`src/rtl/fb_capture_ctrl_if.sv`:
```
// fb_capture_ctrl_if
// Bundles the camera-side inputs, the command handshake and the framebuffer
// write / status outputs of fb_capture_ctrl.
//   vsync                           : camera vsync level
//   pix_valid/pix_data/pix_row/pix_col : pixel strobe, RGB565 data, coordinates
//   cmd_valid/cmd/cmd_ready         : command handshake (0 RUN, 1 FREEZE, 2 SNAP, 3 CLEAR_ERR)
//   wr_valid/wr_addr/wr_data        : framebuffer write port
//   filt_rst                        : one-cycle edge-filter realign pulse
//   state/frame_cnt                 : controller state and completed-frame count
//   err_timeout/err_range           : sticky error flags
// The slave modport is the controller; the master modport is the camera/host side.
interface fb_capture_ctrl_if;
  logic        vsync;
  logic        pix_valid;
  logic [15:0] pix_data;
  logic [9:0]  pix_row;
  logic [9:0]  pix_col;
  logic        cmd_valid;
  logic [1:0]  cmd;
  logic        cmd_ready;
  logic        wr_valid;
  logic [14:0] wr_addr;
  logic [15:0] wr_data;
  logic        filt_rst;
  logic [1:0]  state;
  logic [7:0]  frame_cnt;
  logic        err_timeout;
  logic        err_range;

  modport master (
    output vsync, pix_valid, pix_data, pix_row, pix_col, cmd_valid, cmd,
    input  cmd_ready, wr_valid, wr_addr, wr_data, filt_rst, state, frame_cnt,
           err_timeout, err_range
  );

  modport slave (
    input  vsync, pix_valid, pix_data, pix_row, pix_col, cmd_valid, cmd,
    output cmd_ready, wr_valid, wr_addr, wr_data, filt_rst, state, frame_cnt,
           err_timeout, err_range
  );
endinterface

```
`src/rtl/fb_capture_ctrl.sv`:
```
// fb_capture_ctrl
// Frame capture controller: tracks camera frames from vsync rising edges,
// gates pixel writes into a P_WIDTH x P_HEIGHT framebuffer, applies
// RUN/FREEZE/SNAP commands on frame boundaries and watches for a stalled
// camera.
// Ports:
//   i_clk : pixel clock, rising edge
//   i_rst : synchronous active-high reset
//   bus   : fb_capture_ctrl_if.slave (camera inputs, commands, write port, status)
module fb_capture_ctrl #(
  parameter int unsigned P_WIDTH   = 160,
  parameter int unsigned P_HEIGHT  = 120,
  parameter int unsigned P_TIMEOUT = 2_000_000
) (
  input logic              i_clk,
  input logic              i_rst,
  fb_capture_ctrl_if.slave bus
);

  localparam int unsigned WD_W = (P_TIMEOUT > 1) ? $clog2(P_TIMEOUT) : 1;
  localparam logic [WD_W-1:0] WD_LAST = WD_W'(P_TIMEOUT - 1);

  localparam logic [1:0] CMD_RUN    = 2'd0;
  localparam logic [1:0] CMD_FREEZE = 2'd1;
  localparam logic [1:0] CMD_SNAP   = 2'd2;
  localparam logic [1:0] CMD_CLEAR  = 2'd3;

  typedef enum logic [1:0] {
    ST_IDLE     = 2'd0,
    ST_WAIT_SOF = 2'd1,
    ST_CAPTURE  = 2'd2
  } state_t;

  state_t          state_r, state_s;
  logic            vsync_q_r;
  logic [1:0]      mode_r, mode_s;
  logic            pend_valid_r, pend_valid_s;
  logic [1:0]      pend_cmd_r, pend_cmd_s;
  logic [WD_W-1:0] wd_r, wd_s;
  logic [7:0]      frame_cnt_r, frame_cnt_s;
  logic            err_timeout_r, err_timeout_s;
  logic            err_range_r, err_range_s;
  logic            filt_rst_r, filt_rst_s;
  logic            wr_valid_r, wr_valid_s;
  logic [14:0]     wr_addr_r, wr_addr_s;
  logic [15:0]     wr_data_r;

  logic       sof_s, new_cmd_s, clear_s, active_s, frame_end_s, timeout_s;
  logic       in_range_s, range_hit_s, idle_go_s;
  logic [1:0] eff_mode_s, idle_cmd_s;

  // Event decode, pixel gating and next-state / next-output logic
  always_comb begin
    sof_s       = bus.vsync & ~vsync_q_r;
    clear_s     = bus.cmd_valid & (bus.cmd == CMD_CLEAR);
    new_cmd_s   = bus.cmd_valid & (bus.cmd != CMD_CLEAR);
    active_s    = (state_r != ST_IDLE);
    frame_end_s = (state_r == ST_CAPTURE) & sof_s;
    timeout_s   = active_s & ~sof_s & (wd_r == WD_LAST);
    // A queued command decides what the frame that is ending turns into.
    eff_mode_s  = pend_valid_r ? pend_cmd_r : mode_r;
    // In IDLE a command left in the slot by a frame end is served first.
    idle_cmd_s  = pend_valid_r ? pend_cmd_r : bus.cmd;
    idle_go_s   = (pend_valid_r | new_cmd_s) &
                  ((idle_cmd_s == CMD_RUN) | (idle_cmd_s == CMD_SNAP));

    in_range_s  = (32'(bus.pix_col) < P_WIDTH) & (32'(bus.pix_row) < P_HEIGHT);
    wr_valid_s  = bus.pix_valid & (state_r == ST_CAPTURE) & in_range_s;
    range_hit_s = bus.pix_valid & (state_r == ST_CAPTURE) & ~in_range_s;
    wr_addr_s   = 15'(32'(bus.pix_row) * P_WIDTH + 32'(bus.pix_col));

    // New error events win over a coincident CLEAR_ERR.
    err_range_s   = (err_range_r & ~clear_s) | range_hit_s;
    err_timeout_s = (err_timeout_r & ~clear_s) | timeout_s;

    state_s      = state_r;
    mode_s       = mode_r;
    pend_valid_s = pend_valid_r;
    pend_cmd_s   = pend_cmd_r;
    wd_s         = wd_r;
    frame_cnt_s  = frame_cnt_r;
    filt_rst_s   = 1'b0;

    case (state_r)
      ST_IDLE: begin
        wd_s         = '0;
        pend_valid_s = 1'b0;
        if (idle_go_s) begin
          state_s = ST_WAIT_SOF;
          mode_s  = idle_cmd_s;
        end else begin
          state_s = ST_IDLE;
        end
      end
      ST_WAIT_SOF, ST_CAPTURE: begin
        if (timeout_s) begin
          state_s      = ST_IDLE;
          wd_s         = '0;
          pend_valid_s = 1'b0;
        end else if (frame_end_s) begin
          frame_cnt_s  = frame_cnt_r + 8'd1;
          wd_s         = '0;
          mode_s       = eff_mode_s;
          pend_valid_s = new_cmd_s;
          pend_cmd_s   = new_cmd_s ? bus.cmd : pend_cmd_r;
          if (eff_mode_s == CMD_RUN) begin
            state_s    = ST_CAPTURE;
            filt_rst_s = 1'b1;
          end else begin
            state_s    = ST_IDLE;
          end
        end else begin
          if (sof_s) begin
            state_s    = ST_CAPTURE;
            filt_rst_s = 1'b1;
            wd_s       = '0;
          end else begin
            wd_s       = wd_r + WD_W'(1);
          end
          if (new_cmd_s && !pend_valid_r) begin
            pend_valid_s = 1'b1;
            pend_cmd_s   = bus.cmd;
          end else begin
            pend_valid_s = pend_valid_r;
          end
        end
      end
      default: begin
        state_s      = ST_IDLE;
        wd_s         = '0;
        pend_valid_s = 1'b0;
      end
    endcase
  end

  // State, status and write-port registers with synchronous reset
  always_ff @(posedge i_clk) begin
    if (i_rst) begin
      state_r       <= ST_IDLE;
      vsync_q_r     <= 1'b0;
      mode_r        <= CMD_FREEZE;
      pend_valid_r  <= 1'b0;
      pend_cmd_r    <= CMD_RUN;
      wd_r          <= '0;
      frame_cnt_r   <= 8'd0;
      err_timeout_r <= 1'b0;
      err_range_r   <= 1'b0;
      filt_rst_r    <= 1'b0;
      wr_valid_r    <= 1'b0;
      wr_addr_r     <= 15'd0;
      wr_data_r     <= 16'd0;
    end else begin
      state_r       <= state_s;
      vsync_q_r     <= bus.vsync;
      mode_r        <= mode_s;
      pend_valid_r  <= pend_valid_s;
      pend_cmd_r    <= pend_cmd_s;
      wd_r          <= wd_s;
      frame_cnt_r   <= frame_cnt_s;
      err_timeout_r <= err_timeout_s;
      err_range_r   <= err_range_s;
      filt_rst_r    <= filt_rst_s;
      wr_valid_r    <= wr_valid_s;
      wr_addr_r     <= wr_addr_s;
      wr_data_r     <= bus.pix_data;
    end
  end

  assign bus.state       = state_r;
  assign bus.cmd_ready   = ~pend_valid_r;
  assign bus.wr_valid    = wr_valid_r;
  assign bus.wr_addr     = wr_addr_r;
  assign bus.wr_data     = wr_data_r;
  assign bus.filt_rst    = filt_rst_r;
  assign bus.frame_cnt   = frame_cnt_r;
  assign bus.err_timeout = err_timeout_r;
  assign bus.err_range   = err_range_r;

endmodule
```
`src/flat_wrapper.sv`:
```
// flat-port wrapper written by rule: the top's interface ports become plain ports
module fb_capture_ctrl_flat 
#(
  parameter int unsigned P_WIDTH   = 160,
  parameter int unsigned P_HEIGHT  = 120,
  parameter int unsigned P_TIMEOUT = 2_000_000
)
  (i_clk, i_rst, bus_vsync, bus_pix_valid, bus_pix_data, bus_pix_row, bus_pix_col, bus_cmd_valid, bus_cmd, bus_cmd_ready, bus_wr_valid, bus_wr_addr, bus_wr_data, bus_filt_rst, bus_state, bus_frame_cnt, bus_err_timeout, bus_err_range);
  fb_capture_ctrl_if bus_i ();
  input logic i_clk;
  input logic i_rst;
  input wire logic [$bits(bus_i.vsync)-1:0] bus_vsync;
  input wire logic [$bits(bus_i.pix_valid)-1:0] bus_pix_valid;
  input wire logic [$bits(bus_i.pix_data)-1:0] bus_pix_data;
  input wire logic [$bits(bus_i.pix_row)-1:0] bus_pix_row;
  input wire logic [$bits(bus_i.pix_col)-1:0] bus_pix_col;
  input wire logic [$bits(bus_i.cmd_valid)-1:0] bus_cmd_valid;
  input wire logic [$bits(bus_i.cmd)-1:0] bus_cmd;
  output wire logic [$bits(bus_i.cmd_ready)-1:0] bus_cmd_ready;
  output wire logic [$bits(bus_i.wr_valid)-1:0] bus_wr_valid;
  output wire logic [$bits(bus_i.wr_addr)-1:0] bus_wr_addr;
  output wire logic [$bits(bus_i.wr_data)-1:0] bus_wr_data;
  output wire logic [$bits(bus_i.filt_rst)-1:0] bus_filt_rst;
  output wire logic [$bits(bus_i.state)-1:0] bus_state;
  output wire logic [$bits(bus_i.frame_cnt)-1:0] bus_frame_cnt;
  output wire logic [$bits(bus_i.err_timeout)-1:0] bus_err_timeout;
  output wire logic [$bits(bus_i.err_range)-1:0] bus_err_range;
  assign bus_i.vsync = bus_vsync;
  assign bus_i.pix_valid = bus_pix_valid;
  assign bus_i.pix_data = bus_pix_data;
  assign bus_i.pix_row = bus_pix_row;
  assign bus_i.pix_col = bus_pix_col;
  assign bus_i.cmd_valid = bus_cmd_valid;
  assign bus_i.cmd = bus_cmd;
  assign bus_cmd_ready = bus_i.cmd_ready;
  assign bus_wr_valid = bus_i.wr_valid;
  assign bus_wr_addr = bus_i.wr_addr;
  assign bus_wr_data = bus_i.wr_data;
  assign bus_filt_rst = bus_i.filt_rst;
  assign bus_state = bus_i.state;
  assign bus_frame_cnt = bus_i.frame_cnt;
  assign bus_err_timeout = bus_i.err_timeout;
  assign bus_err_range = bus_i.err_range;
  fb_capture_ctrl #(.P_WIDTH(P_WIDTH), .P_HEIGHT(P_HEIGHT), .P_TIMEOUT(P_TIMEOUT)) u_core (.i_clk(i_clk), .i_rst(i_rst), .bus(bus_i));
endmodule
```
`config.mk`:
```
export PLATFORM = sky130hd
export DESIGN_NAME = fb_capture_ctrl_flat
export DESIGN_NICKNAME = d
export VERILOG_FILES = /design/src/rtl/fb_capture_ctrl_if.sv /design/src/rtl/fb_capture_ctrl.sv /design/src/flat_wrapper.sv
export SDC_FILE = /design/constraint.sdc
export NUM_CORES = 1
export LEC_CHECK = 0
export ABC_AREA = 1
export CORE_MARGIN = 8
export CORE_UTILIZATION = 42
export CTS_BUF_LIST = sky130_fd_sc_hd__clkbuf_4
export CTS_CLUSTER_SIZE = 28
export DETAILED_ROUTE_END_ITERATION = 8
export PLACE_DENSITY = 0.72
export SLEW_MARGIN = 40
export SYNTH_ARGS = -nofsm -noshare
export SYNTH_HDL_FRONTEND = slang
export SYNTH_SLANG_ARGS = --single-unit
export TNS_END_PERCENT = 10
```
`constraint.sdc`:
```
create_clock -name i_clk -period 2.25 [get_ports i_clk]
set_clock_uncertainty 0.05 [all_clocks]
set_input_delay 0.225 -clock i_clk [delete_from_list [all_inputs] [get_ports i_clk]]
set_output_delay 0.225 -clock i_clk [all_outputs]
set_load 0.1 [all_outputs]
```
Word level (Yosys, flattened, before mapping) --
Index checks and enable logic that the tools add are counted.
Storage, ports and cells: register bits after elaboration 72, input bits 43, output and inout port bits 46, logic and storage cells 88
Cells by class: add/subtract/negate cells 3, $mul 1, order comparisons 2, eq/ne operators 11, muxes and demuxes 20, bitwise operators 24, reduce and logical (&&, ||, !) cells 14
Operator list (number):
- two-way mux 2 bit | 12
- adder 21 x 1 -> 21 bit, second input constant | 1
- equality test 21 bit, second input constant | 1
- adder 15 x 10 -> 15 bit | 1
- bitwise AND 1 bit | 13
- less-than comparator 10 x 7 -> 1 bit, second input constant | 1
- less-than comparator 10 x 8 -> 1 bit, second input constant | 1
- multiplier 10 x 3 -> 10 bit, second input constant | 1
- adder 8 x 1 -> 8 bit, second input constant | 1
- one-hot mux 2 bit (2 select lines) | 2
- AND reduction 4 bit | 2
- NOT 1 bit | 7
- equality test 2 bit, second input constant | 3
- logical NOT 2 bit | 3
- two-way mux 1 bit | 6
- != test 2 x 1 -> 1 bit, second input constant | 3
- nonzero test 2 bit | 3
- OR reduction 5 bit | 1
- != test 2 bit, second input constant | 2
- != test 4 x 1 -> 1 bit, second input constant | 1
- OR 1 bit | 4
- AND reduction 3 bit | 1
- OR reduction 3 bit | 1
- equality test 2 x 1 -> 1 bit, second input constant | 1
- other kinds (3) | 3

Depth between registers and ports, before layout --
Gate-level depths: netlist (run 1).
word-level depth 7, depth in mapped cells 16, depth with buffers taken out 16

Worst setup path after synthesis (run 1) --
Ideal clock, no wire load.
path type reg2reg, start point reg u_core.state_r[0], in the netlist u_core.bus.state[0], end point reg u_core.frame_cnt_r[0], in the netlist u_core.bus.frame_cnt[0], setup time 0.125 ns, arrival time 2.229 ns, data required time 2.075 ns, path slack -0.154 ns, cell stages (with the launch flop) 8, buffers on the path 2, period minus slack after synthesis 2.404 ns, cells stage by stage dfxtp_1 > inv_1 > ha_1 > clkbuf_1 > clkbuf_1 > nand4_1 > nand2_1 > nor2_2
Between the ends: longest elaborated chain between the ends 5, elaborated cells on any way between the ends 9, those cells by class 2 x eq/ne; 4 x bitwise; 3 x reduce/logical
RTL lines:
- from (decl) | line fb_capture_ctrl.sv:34 | state_t state_r, state_s;
- from (signal assigned) | line fb_capture_ctrl.sv:153 | state_r <= state_s;
- nonzero test 2 bit | line fb_capture_ctrl.sv:57 | active_s = (state_r != ST_IDLE);
- bitwise AND 1 bit (2 in series) | line fb_capture_ctrl.sv:59 | timeout_s = active_s & ~sof_s & (wd_r == WD_LAST);
- NOT 1 bit (no line)
- AND reduction 3 bit (no line) (*)
- to (signal assigned) | line fb_capture_ctrl.sv:159 | frame_cnt_r <= frame_cnt_s;
- to (decl) | line fb_capture_ctrl.sv:40 | logic [7:0] frame_cnt_r, frame_cnt_s;
Mark *: on every way between the ends. The rest lies on a longest branch, timed or not. A chain may end at the register's enable or synchronous reset.

Worst setup path in the final report (run 1) --
start point in bus_pix_row[1], end point reg u_core.wr_addr_r[14], in the netlist u_core.bus.wr_addr[14]
Between the ends: longest elaborated chain between the ends 2
RTL lines:
- from (decl) | line flat_wrapper.sv:15 | input wire logic [$bits(bus_i.pix_row)-1:0] bus_pix_row;
- multiplier 10 x 3 -> 10 bit | line fb_capture_ctrl.sv:70 | wr_addr_s = 15'(32'(bus.pix_row) * P_WIDTH + 32'(bus.pix_col));
- adder 15 x 10 -> 15 bit | line fb_capture_ctrl.sv:70
- to (signal assigned) | line fb_capture_ctrl.sv:164 | wr_addr_r <= wr_addr_s;
- to (decl) | line fb_capture_ctrl.sv:45 | logic [14:0] wr_addr_r, wr_addr_s;
Every way passes these cells.

==> results of run 1 <==
-- stage by stage --
stage	std cells	hold slack (ps)	instance area, sq um	setup WS (ps)
4_1_cts	743	210.5	4985	80.77
3_3_place_gp	727	379.2	4817	-613.9
3_5_place_dp	727	391.3	4817	-699.2
6_report	743	241.6	4982	90.35
5_1_grt	743	223.9	4982	4.151
2_1_floorplan	511	282.0	3745	-38.70
-- worst max-delay path by stage --
stage | depth (start not counted) | slack (ps) | to
2_1_floorplan | 15 | -40 | u_core.bus.wr_addr[14]
3_3_place_gp | 17 | -610 | u_core.bus.wr_addr[14]
3_5_place_dp | 17 | -700 | u_core.bus.wr_addr[14]
4_1_cts | 17 | 80 | u_core.bus.wr_addr[14]
5_1_grt | 17 | 4 | u_core.bus.wr_addr[14]
6_report | 17 | 90 | u_core.bus.wr_addr[14]
-- per-layer routing --
| metal | GRT usage | vias up | share of wire |
|---|---|---|---|
| met3 | 0.06272 | 10 | 0.063 |
| met1 | 0.1654 | 1607 | 0.41 |
| li1 | - | 1859 | - |
| met2 | 0.2813 | 73 | 0.51 |
| met4 | 0.06172 | 0 | 0.015 |
| met5 | 0 | - | 0 |
-- report_power, final --
part / total, uW / switching, uW / internal, uW
sequential: 1360 / 22.3 / 1340
clock: 926 / 474 / 452
combinational: 1030 / 688 / 339
-- cells in the mapped netlist (4+ instances only) --
cell     count
nand3_1     23
xor2_1      14
nor3_1       5
nor2_2       6
dfxtp_1     72
nand2_1    107
o21ai_0      8
ha_1        23
nor2_1      77
xnor2_1      4
inv_1       82
a21oi_1     29
nand4_1     25
-- cell families (layout without fill, tap and decap cells) --
family / after synthesis / count (layout) / synth area share
compound gates: 42 / 42 / 0.06016
xor+xnor: 18 / 18 / 0.04258
fa+ha+maj: 25 / 25 / 0.08854
buf+inv: 94 / 218 / 0.09969
flops: 72 / 72 / 0.3893
simple gates: 260 / 260 / 0.3197
-- critical path, cell delays in order --
cell,delay (ps)
clkdlybuf4s15_1,210
ha_4,290
ha_4,120
inv_2,30
fa_1,510
inv_2,50
ha_4,270
nand2_2,50
inv_1,60
nand2_1,50
nand2_1,70
nor2_1,50
nor2_2,190
nand3_2,100
nand2_1,70
nand2_1,40
nor2_1,90
-- sequential cells by signal (all words and copies together) (netlist names), 2 cells and up --
register,count
u_core.bus.wr_data,16
u_core.mode_r,2
u_core.bus.state,2
u_core.pend_cmd_r,2
u_core.bus.wr_addr,15
u_core.bus.frame_cnt,8
u_core.wd_r,21
-- placed cells by master (no fill, tap or decap), drive strengths merged, types with 3 or more instances in the layout --
cell type	n
inv	83
clkbuf	10
clkinv	6
xor2	14
nand2	111
dfxtp	72
nand3b	3
xnor2	4
dlygate4sd2	3
ha	23
nor3	6
a21oi	30
o21ai	8
nand4	25
nand3	26
nor2	86
clkdlybuf4s50	37
buf	76
-- what timing repair did --
item	CTS	global route
setup endpoints to repair	4	1
resized for setup	8	3
pin swaps	4	3
-- final cells by class --
cell class | count | area, sq um | area share
clock buffer | 9 | 67.56 | 0.01356
clock inverter | 7 | 96.34 | 0.01934
inverter | 84 | 315.3 | 0.06328
multi-input combinational | 345 | 1942 | 0.3898
sequential | 72 | 1444 | 0.2898
tap | 108 | 135.1 | 0.02712
timing repair buffer | 118 | 982.2 | 0.1971
==> metrics.cfg, run 1 <==
[run_status]
outcome = finished clean

[clock_tree]
clk_pin_slew_ps = 120
clkSinkCount = 72
hold_buffers = 0
cts_setup_buffers = 0
cts_max_path_buffers = 2
cts_tree = done
htree_levels = 3
numCtsBuffers = 9
clk_latency_ps = 420
clockRootBuffer = clkbuf_4

[global_routing]
antenna_found_initial = 0
grt_first_pass_wirelength_um = 15330
grt_pass1_vias = 3557
grt_max_degree = 37
grt_overflow = 0
grt_usage = 0.1591

[sta]
min_period_ps = 2160
setup_viol = 0
rsz0062_at_grt = false
finalCritPeriodShare = 0.9598
tns_ps = 0
worst_pin_slew_ps = 423.2
final-max-slew-violation-count = 0
fmax_mhz = 463.0
final_hold_viol_count = 0
slew_headroom = 0.7175

[synthesis]
synth_top_cell_by_area = dfxtp_1
syn_area_sq_um = 3702
synthCells = 511
synth_top_area_frac = 0.3893
synthArstFlopShare = 0
yosys_register_bits = 72
ys_warn_count = 0
yosysSeqAreaShare = 0.3893
ys.flop_type = dfxtp_1
synth_nets = 579
synth.area.top_cells = dfxtp_1 39%, nand2_1 11%, inv_1 8.3%
syn-mean-instance-area_sq_um = 7.245
yosysUniqueCellTypes = 35
synth_edf_count = 0

[route]
drt_iter0_markers = 146
dr.pass1.iters = 4
final_antenna_net_count = 0
num_vias = 3549
wl_per_cell_um = 12.14
via_per_inst = 4.777
totalWireLength_um = 9020
drcViolationCount = 0

[worst_setup_path]
r2r-end = u_core.wd_r[3]
worstPathArrival_ps = 2480
endpoint_kind = flop
rr_startpoint = u_core.wd_r[0]
worst_setup_path_start_kind = input pin
required_ps = 2570
reg2reg_slack_ps = 420
worstPathMaxFanout = 4
critPathKind = input pin to flop
reg2regPathDepth = 8
crit_start = bus_pix_row[1]

[floorplanning]
dieArea_sq_um = 12080
design.portCount = 89
start_util = 0.4287
die_y_um = 109.9
coreArea_sq_um = 8636
fp.dieW_um = 109.9
rows = 34

[worst_hold_path]
whs_endpoint = u_core.bus.wr_addr[5]
hold_path_depth = 4
hp-start = bus_pix_row[0]
hold_path_class = input pin to flop

[finish]
diodes = 0
final_nets = 698
drive_gt1_frac = 0.1937
area_growth_pct = 34.57
n_fill_cell = 815
finalCoreUtilization = 0.5769

[pwr]
power_uw = 3311
worst_ir_drop_vdd_v = 0.0002909
power_density_nw_per_um2 = 664.6
p_leak_uw = 0.002375

[place]
dp_hpwl_um = 7189
gp_congestion = 0.8770
portBuffers = 88

[run]
cap_violations = 0

(Power assumes the default switching activity.)
==> run 2: changes to the inputs <==
--- a/config.mk
+++ b/config.mk
@@ -8,8 +8,7 @@
 export ABC_AREA = 1
 export CORE_MARGIN = 8
 export CORE_UTILIZATION = 42
-export CTS_BUF_LIST = sky130_fd_sc_hd__clkbuf_4
-export CTS_CLUSTER_SIZE = 28
+export CTS_CLUSTER_SIZE = 14
 export DETAILED_ROUTE_END_ITERATION = 8
 export PLACE_DENSITY = 0.72
 export SLEW_MARGIN = 40
==> metrics.cfg, run 2 (same netlist as run 1, synthesis figures left out) <==
[clock_tree]
hold_buffers = 0  ; unchanged
htree_levels = 3  ; unchanged
cts_tree = done  ; unchanged
clkSinkCount = 72  ; unchanged
clk_pin_slew_ps = 80  ; was 120 ps
clk_latency_ps = 350  ; was 420 ps
cts_setup_buffers = 0  ; unchanged
clockRootBuffer = clkbuf_8  ; was clkbuf_4
cts_max_path_buffers = 2  ; unchanged
numCtsBuffers = 9  ; unchanged

[floorplanning]
start_util = 0.4287  ; unchanged
fp.dieW_um = 109.9  ; unchanged
design.portCount = 89  ; unchanged
rows = 34  ; unchanged
dieArea_sq_um = 12080  ; unchanged
die_y_um = 109.9  ; unchanged
coreArea_sq_um = 8636  ; unchanged

[worst_setup_path]
reg2reg_slack_ps = 430  ; was 420 ps
worstPathArrival_ps = 2380  ; was 2480 ps
reg2regPathDepth = 8  ; unchanged
required_ps = 2490  ; was 2570 ps
worst_setup_path_start_kind = input pin  ; unchanged
endpoint_kind = flop  ; unchanged
rr_startpoint = u_core.wd_r[0]  ; unchanged
r2r-end = u_core.wd_r[3]  ; unchanged
critPathKind = input pin to flop  ; unchanged
worstPathMaxFanout = 4  ; unchanged

[finish]
layout_commonest_cell = nand2_1  ; unchanged
largest_reg_flops = 21  ; unchanged
largest-register = u_core.wd_r  ; unchanged
finalCoreUtilization = 0.5840  ; was 0.5769
regArea_sq_um = 1444  ; unchanged
layout_common_cells = 106 x nand2_1, 80 x inv_1, 76 x nor2_1, 76 x buf_4, 70 x dfxtp_1  ; unchanged
area_growth_pct = 36.23  ; was 34.57%
final_nets = 698  ; unchanged
drive_gt1_frac = 0.2016  ; was 0.1937
multiInputGateArea_sq_um = 1958  ; was 1942 sq um
diodes = 0  ; unchanged
n_fill_cell = 805  ; was 815

[sta]
final-max-slew-violation-count = 0  ; unchanged
setup_viol = 0  ; unchanged
rsz0062_at_grt = false  ; unchanged
finalCritPeriodShare = 0.9523  ; was 0.9598
worst_pin_slew_ps = 418.2  ; was 423.2 ps
final_hold_viol_count = 0  ; unchanged
slew_headroom = 0.7209  ; was 0.7175
worst_slack_ps = 107.3  ; was 90.35 ps
fmax_mhz = 466.7  ; was 463.0 MHz
min_period_ps = 2143  ; was 2160 ps

[pwr]
worst_ir_drop_vdd_v = 0.0003255  ; was 0.0002909 V
power_density_nw_per_um2 = 695.3  ; was 664.6 nW/um^2
p_leak_uw = 0.002395  ; was 0.002375 uW
seq_power_share = 0.387  ; was 0.410
intPower_uw = 2301  ; was 2127 uW
combPwrFrac = 0.294  ; was 0.310
netSwitchingPower_uw = 1205  ; was 1184 uW
p_clk_frac = 0.319  ; was 0.280
power_switching_share = 0.3437  ; was 0.3575

[worst_hold_path]
hold_path_class = input pin to flop  ; unchanged
whs_endpoint = u_core.bus.wr_addr[5]  ; unchanged
hp-start = bus_pix_row[0]  ; unchanged
hold_path_depth = 4  ; unchanged

[place]
portBuffers = 88  ; unchanged
gp_congestion = 0.8770  ; unchanged
dp_hpwl_um = 7189  ; unchanged
pre_cts_slack_ps = -699.2  ; unchanged

[run_status]
outcome = finished clean  ; unchanged

[route]
final_antenna_net_count = 0  ; unchanged
wl_per_cell_um = 12.20  ; was 12.14 um
dr.pass1.iters = 4  ; unchanged
drt_iter0_markers = 158  ; was 146
num_vias = 3560  ; was 3549
totalWireLength_um = 9068  ; was 9020 um
via_per_inst = 4.791  ; was 4.777
drcViolationCount = 0  ; unchanged

[global_routing]
grt_max_degree = 37  ; unchanged
grt_pass1_vias = 3551  ; was 3557
grt_usage = 0.1578  ; was 0.1591
antenna_found_initial = 0  ; unchanged
grt_overflow = 0  ; unchanged
grt_first_pass_wirelength_um = 15260  ; was 15330 um

[run]
cap_violations = 0  ; unchanged

[run 2: cell count changes in the layout (fill, tap and decap cells not counted)]
| cell | change |
|---|---|
| a21oi_1 | -1 |
| a21oi_2 | +1 |
| clkbuf_2 | +3 |
| clkbuf_4 | -9 |
| clkbuf_8 | +9 |
| dlygate4sd2_1 | -3 |
| ha_1 | -1 |
| ha_4 | +1 |
[run 2: cell type report]
class                           instances  area share
Clock buffer                            9     0.02456
Clock inverter                          7     0.01910
Inverter                               84     0.06252
Multi-Input combinational cell        345      0.3882
Sequential cell                        72      0.2863
Tap cell                              108     0.02679
Timing Repair Buffer                  118      0.1925
[run 2: worst max-delay path, stage by stage]
cell and delay (ps):
clkdlybuf4s15_1 200, ha_2 200, ha_4 130, inv_2 30
fa_1 510, inv_2 50, ha_4 270, nand2_2 50
inv_1 60, nand2_1 50, nand2_1 70, nor2_1 50
nor2_2 190, nand3_2 100, nand2_1 70, nand2_1 40
nor2_1 90
[run 2: metal layers]
metal,GRT usage,share of wire
met5,0,0
met4,0.05882,0.018
met3,0.06096,0.065
met2,0.2770,0.51
met1,0.1672,0.41
[run 2: how the worst max path moves through the flow]
stage	from	end	cells past startpoint
floorplan	bus_pix_row[3]	u_core.bus.wr_addr[14]	15
global placement	bus_pix_row[1]	u_core.bus.wr_addr[14]	17
detailed placement	bus_pix_row[1]	u_core.bus.wr_addr[14]	17
CTS	bus_pix_row[3]	u_core.bus.wr_addr[14]	17
global route	bus_pix_row[0]	u_core.bus.wr_addr[14]	17
finish	bus_pix_row[0]	u_core.bus.wr_addr[14]	17
[run 2: what timing repair did]
item,CTS,global route
gates cloned,0,0
gates resized for setup,10,9
pin swaps,5,3
endpoints found under the setup margin,5,4
[run 2: power groups by stage]
| stage | sequential [uW] | combinational, uW | clock, uW |
|---|---|---|---|
| finish | 1360 | 1030 | 1120 |
| global route | 1360 | 1110 | 1210 |
| CTS | 1360 | 1030 | 1150 |
| detailed placement | 1390 | 1030 | 0 |
| global placement | 1390 | 1010 | 0 |
| floorplan | 1770 | 308 | 0 |
[run 2: metrics by stage]
step | setup TNS (ps) | instance area (sq um) | cells | total power [uW] | hold slack (ps)
floorplan | -38.70 | 3745 | 511 | 2079 | 282.0
global placement | -2601 | 4817 | 727 | 2398 | 379.2
detailed placement | -2937 | 4817 | 727 | 2414 | 391.3
CTS | 0 | 5044 | 743 | 3545 | 309.0
global route | 0 | 5044 | 743 | 3689 | 314.0
finish | 0 | 5044 | 743 | 3507 | 290.6
==> run 3: changes to the inputs <==
--- a/config.mk
+++ b/config.mk
@@ -11,6 +11,7 @@
 export CTS_CLUSTER_SIZE = 14
 export DETAILED_ROUTE_END_ITERATION = 8
 export PLACE_DENSITY = 0.72
+export SKIP_LAST_GASP = 1
 export SLEW_MARGIN = 40
 export SYNTH_ARGS = -nofsm -noshare
 export SYNTH_HDL_FRONTEND = slang
==> metrics.cfg, run 3 (same netlist as run 1, synthesis figures left out) <==
[worst_setup_path]
endpoint = u_core.bus.wr_addr[14]  ; unchanged
crit_start = bus_pix_row[4]  ; was bus_pix_row[0]
worst_setup_path_start_kind = input pin  ; unchanged
worstPathMaxFanout = 4  ; unchanged
reg2reg_slack_ps = 440  ; was 430 ps
r2r-end = u_core.wd_r[3]  ; unchanged
rr_startpoint = u_core.wd_r[0]  ; unchanged
worstPathArrival_ps = 2400  ; was 2380 ps
endpoint_kind = flop  ; unchanged
critPathKind = input pin to flop  ; unchanged
reg2regPathDepth = 8  ; unchanged
required_ps = 2490  ; about the same

[finish]
multiInputGateArea_sq_um = 1958  ; unchanged
layout_commonest_cell = nand2_1  ; unchanged
largest-register = u_core.wd_r  ; unchanged
layout_common_cells = 106 x nand2_1, 80 x inv_1, 76 x nor2_1, 76 x buf_4, 70 x dfxtp_1  ; unchanged
area_growth_pct = 36.36  ; was 36.23%
final_nets = 698  ; unchanged
n_fill_cell = 804  ; was 805
regArea_sq_um = 1444  ; unchanged
stdcell_count = 743  ; unchanged
finalCoreUtilization = 0.5846  ; was 0.5840
diodes = 0  ; unchanged
largest_reg_flops = 21  ; unchanged
drive_gt1_frac = 0.2000  ; was 0.2016

[route]
drcViolationCount = 0  ; unchanged
drt_iter0_markers = 158  ; unchanged
via_per_inst = 4.779  ; was 4.791
num_vias = 3551  ; was 3560
met3_length_um = 590  ; was 588 um
wl_met1_um = 3706  ; was 3719 um
dr.pass1.iters = 4  ; unchanged
final_antenna_net_count = 0  ; unchanged
totalWireLength_um = 9069  ; was 9068 um
dr_wl_met2_um = 4612  ; was 4601 um
top_layer_used = met4  ; unchanged
wl_per_cell_um = 12.21  ; was 12.20 um

[global_routing]
grt_max_degree = 37  ; unchanged
grt_pass1_vias = 3551  ; unchanged
grt_overflow = 0  ; unchanged
antenna_found_initial = 0  ; unchanged
grt_first_pass_wirelength_um = 15260  ; unchanged
grt_usage = 0.1578  ; unchanged

[floorplanning]
design.portCount = 89  ; unchanged
rows = 34  ; unchanged
dieArea_sq_um = 12080  ; unchanged
die_y_um = 109.9  ; unchanged
coreArea_sq_um = 8636  ; unchanged
fp.dieW_um = 109.9  ; unchanged
start_util = 0.4287  ; unchanged

[place]
dpl.cell_count = 727  ; unchanged
dp_hpwl_um = 7189  ; unchanged
pre_cts_slack_ps = -699.2  ; unchanged
gp_congestion = 0.8770  ; unchanged
portBuffers = 88  ; unchanged

[sta]
rsz0062_at_grt = true  ; was false
slew_headroom = 0.7209  ; about the same
setup_viol = 0  ; unchanged
final-max-slew-violation-count = 0  ; unchanged
finalCritPeriodShare = 0.9632  ; was 0.9523
worst_slack_ps = 82.78  ; was 107.3 ps
fmax_mhz = 461.4  ; was 466.7 MHz
min_period_ps = 2167  ; was 2143 ps
worst_pin_slew_ps = 418.2  ; about the same
final_hold_viol_count = 0  ; unchanged
hold_ws_ps = 290.2  ; was 290.6 ps

[clock_tree]
numCtsBuffers = 9  ; unchanged
clk_latency_ps = 350  ; about the same
cts_tree = done  ; unchanged
cts_max_path_buffers = 2  ; unchanged
htree_levels = 3  ; unchanged
cts_setup_buffers = 0  ; unchanged
clockRootBuffer = clkbuf_8  ; unchanged
clkSinkCount = 72  ; unchanged
clk_pin_slew_ps = 80  ; about the same

[run_status]
outcome = finished clean  ; unchanged

[worst_hold_path]
hold_path_class = input pin to flop  ; unchanged

[pwr]
power_density_nw_per_um2 = 694.6  ; was 695.3 nW/um^2
worst_ir_drop_vdd_v = 0.0003255  ; about the same
p_leak_uw = 0.002396  ; was 0.002395 uW

[run]
cap_violations = 0  ; unchanged

-- run 3: worst max-delay path: stages --
cell             delay (ps)
clkdlybuf4s15_1         220
ha_4                    290
inv_1                    50
fa_1                    540
inv_2                    50
ha_4                    270
nand2_2                  50
inv_1                    60
nand2_1                  50
nand2_1                  70
nor2_1                   50
nor2_2                  190
nand3_2                 100
nand2_1                  70
nand2_1                  40
nor2_1                   90
-- run 3: power breakdown --
part / total, uW / switching (uW) / internal [uW]
Clock: 1120 / 493 / 626
Sequential: 1360 / 22.0 / 1340
Combinational: 1030 / 690 / 341
-- run 3: layout make-up --
class,count,share of cell area
sequential,72,0.2860
tap,108,0.02677
multi-input combinational,345,0.3879
clock buffer,9,0.02454
clock inverter,7,0.01908
timing repair buffer,118,0.1933
inverter,84,0.06245
-- run 3: per-stage QoR --
stage,area (sq um),power (uW),TNS [ps]
6_report,5049,3507,0
5_1_grt,5049,3689,-19.81
4_1_cts,5044,3545,0
3_5_place_dp,4817,2414,-2937
3_3_place_gp,4817,2398,-2601
2_1_floorplan,3745,2079,-38.70
-- run 3: worst min-delay path by stage --
| stage | slack, ps | start | end | depth (start not counted) |
|---|---|---|---|---|
| 2_1_floorplan | 280 | bus_pix_col[0] | u_core.bus.wr_addr[0] | 2 |
| 3_3_place_gp | 380 | u_core.wd_r[0] | u_core.wd_r[0] | 1 |
| 3_5_place_dp | 390 | u_core.wd_r[0] | u_core.wd_r[0] | 1 |
| 4_1_cts | 310 | bus_pix_row[0] | u_core.bus.wr_addr[5] | 4 |
| 5_1_grt | 310 | bus_pix_row[0] | u_core.bus.wr_addr[5] | 4 |
| 6_report | 290 | bus_pix_row[0] | u_core.bus.wr_addr[5] | 4 |
-- run 3: routing by layer --
metal | up-vias | global-route usage
met3 | 13 | 0.06096
li1 | 1852 | -
met5 | - | 0
met1 | 1623 | 0.1672
met4 | 0 | 0.05882
met2 | 63 | 0.2770
-- run 3: repair_timing --
item	CTS	global route
resized for setup	10	8
endpoints found under the setup margin	5	4
hold buffers	0	0
pin swaps	5	3
cloned	0	0
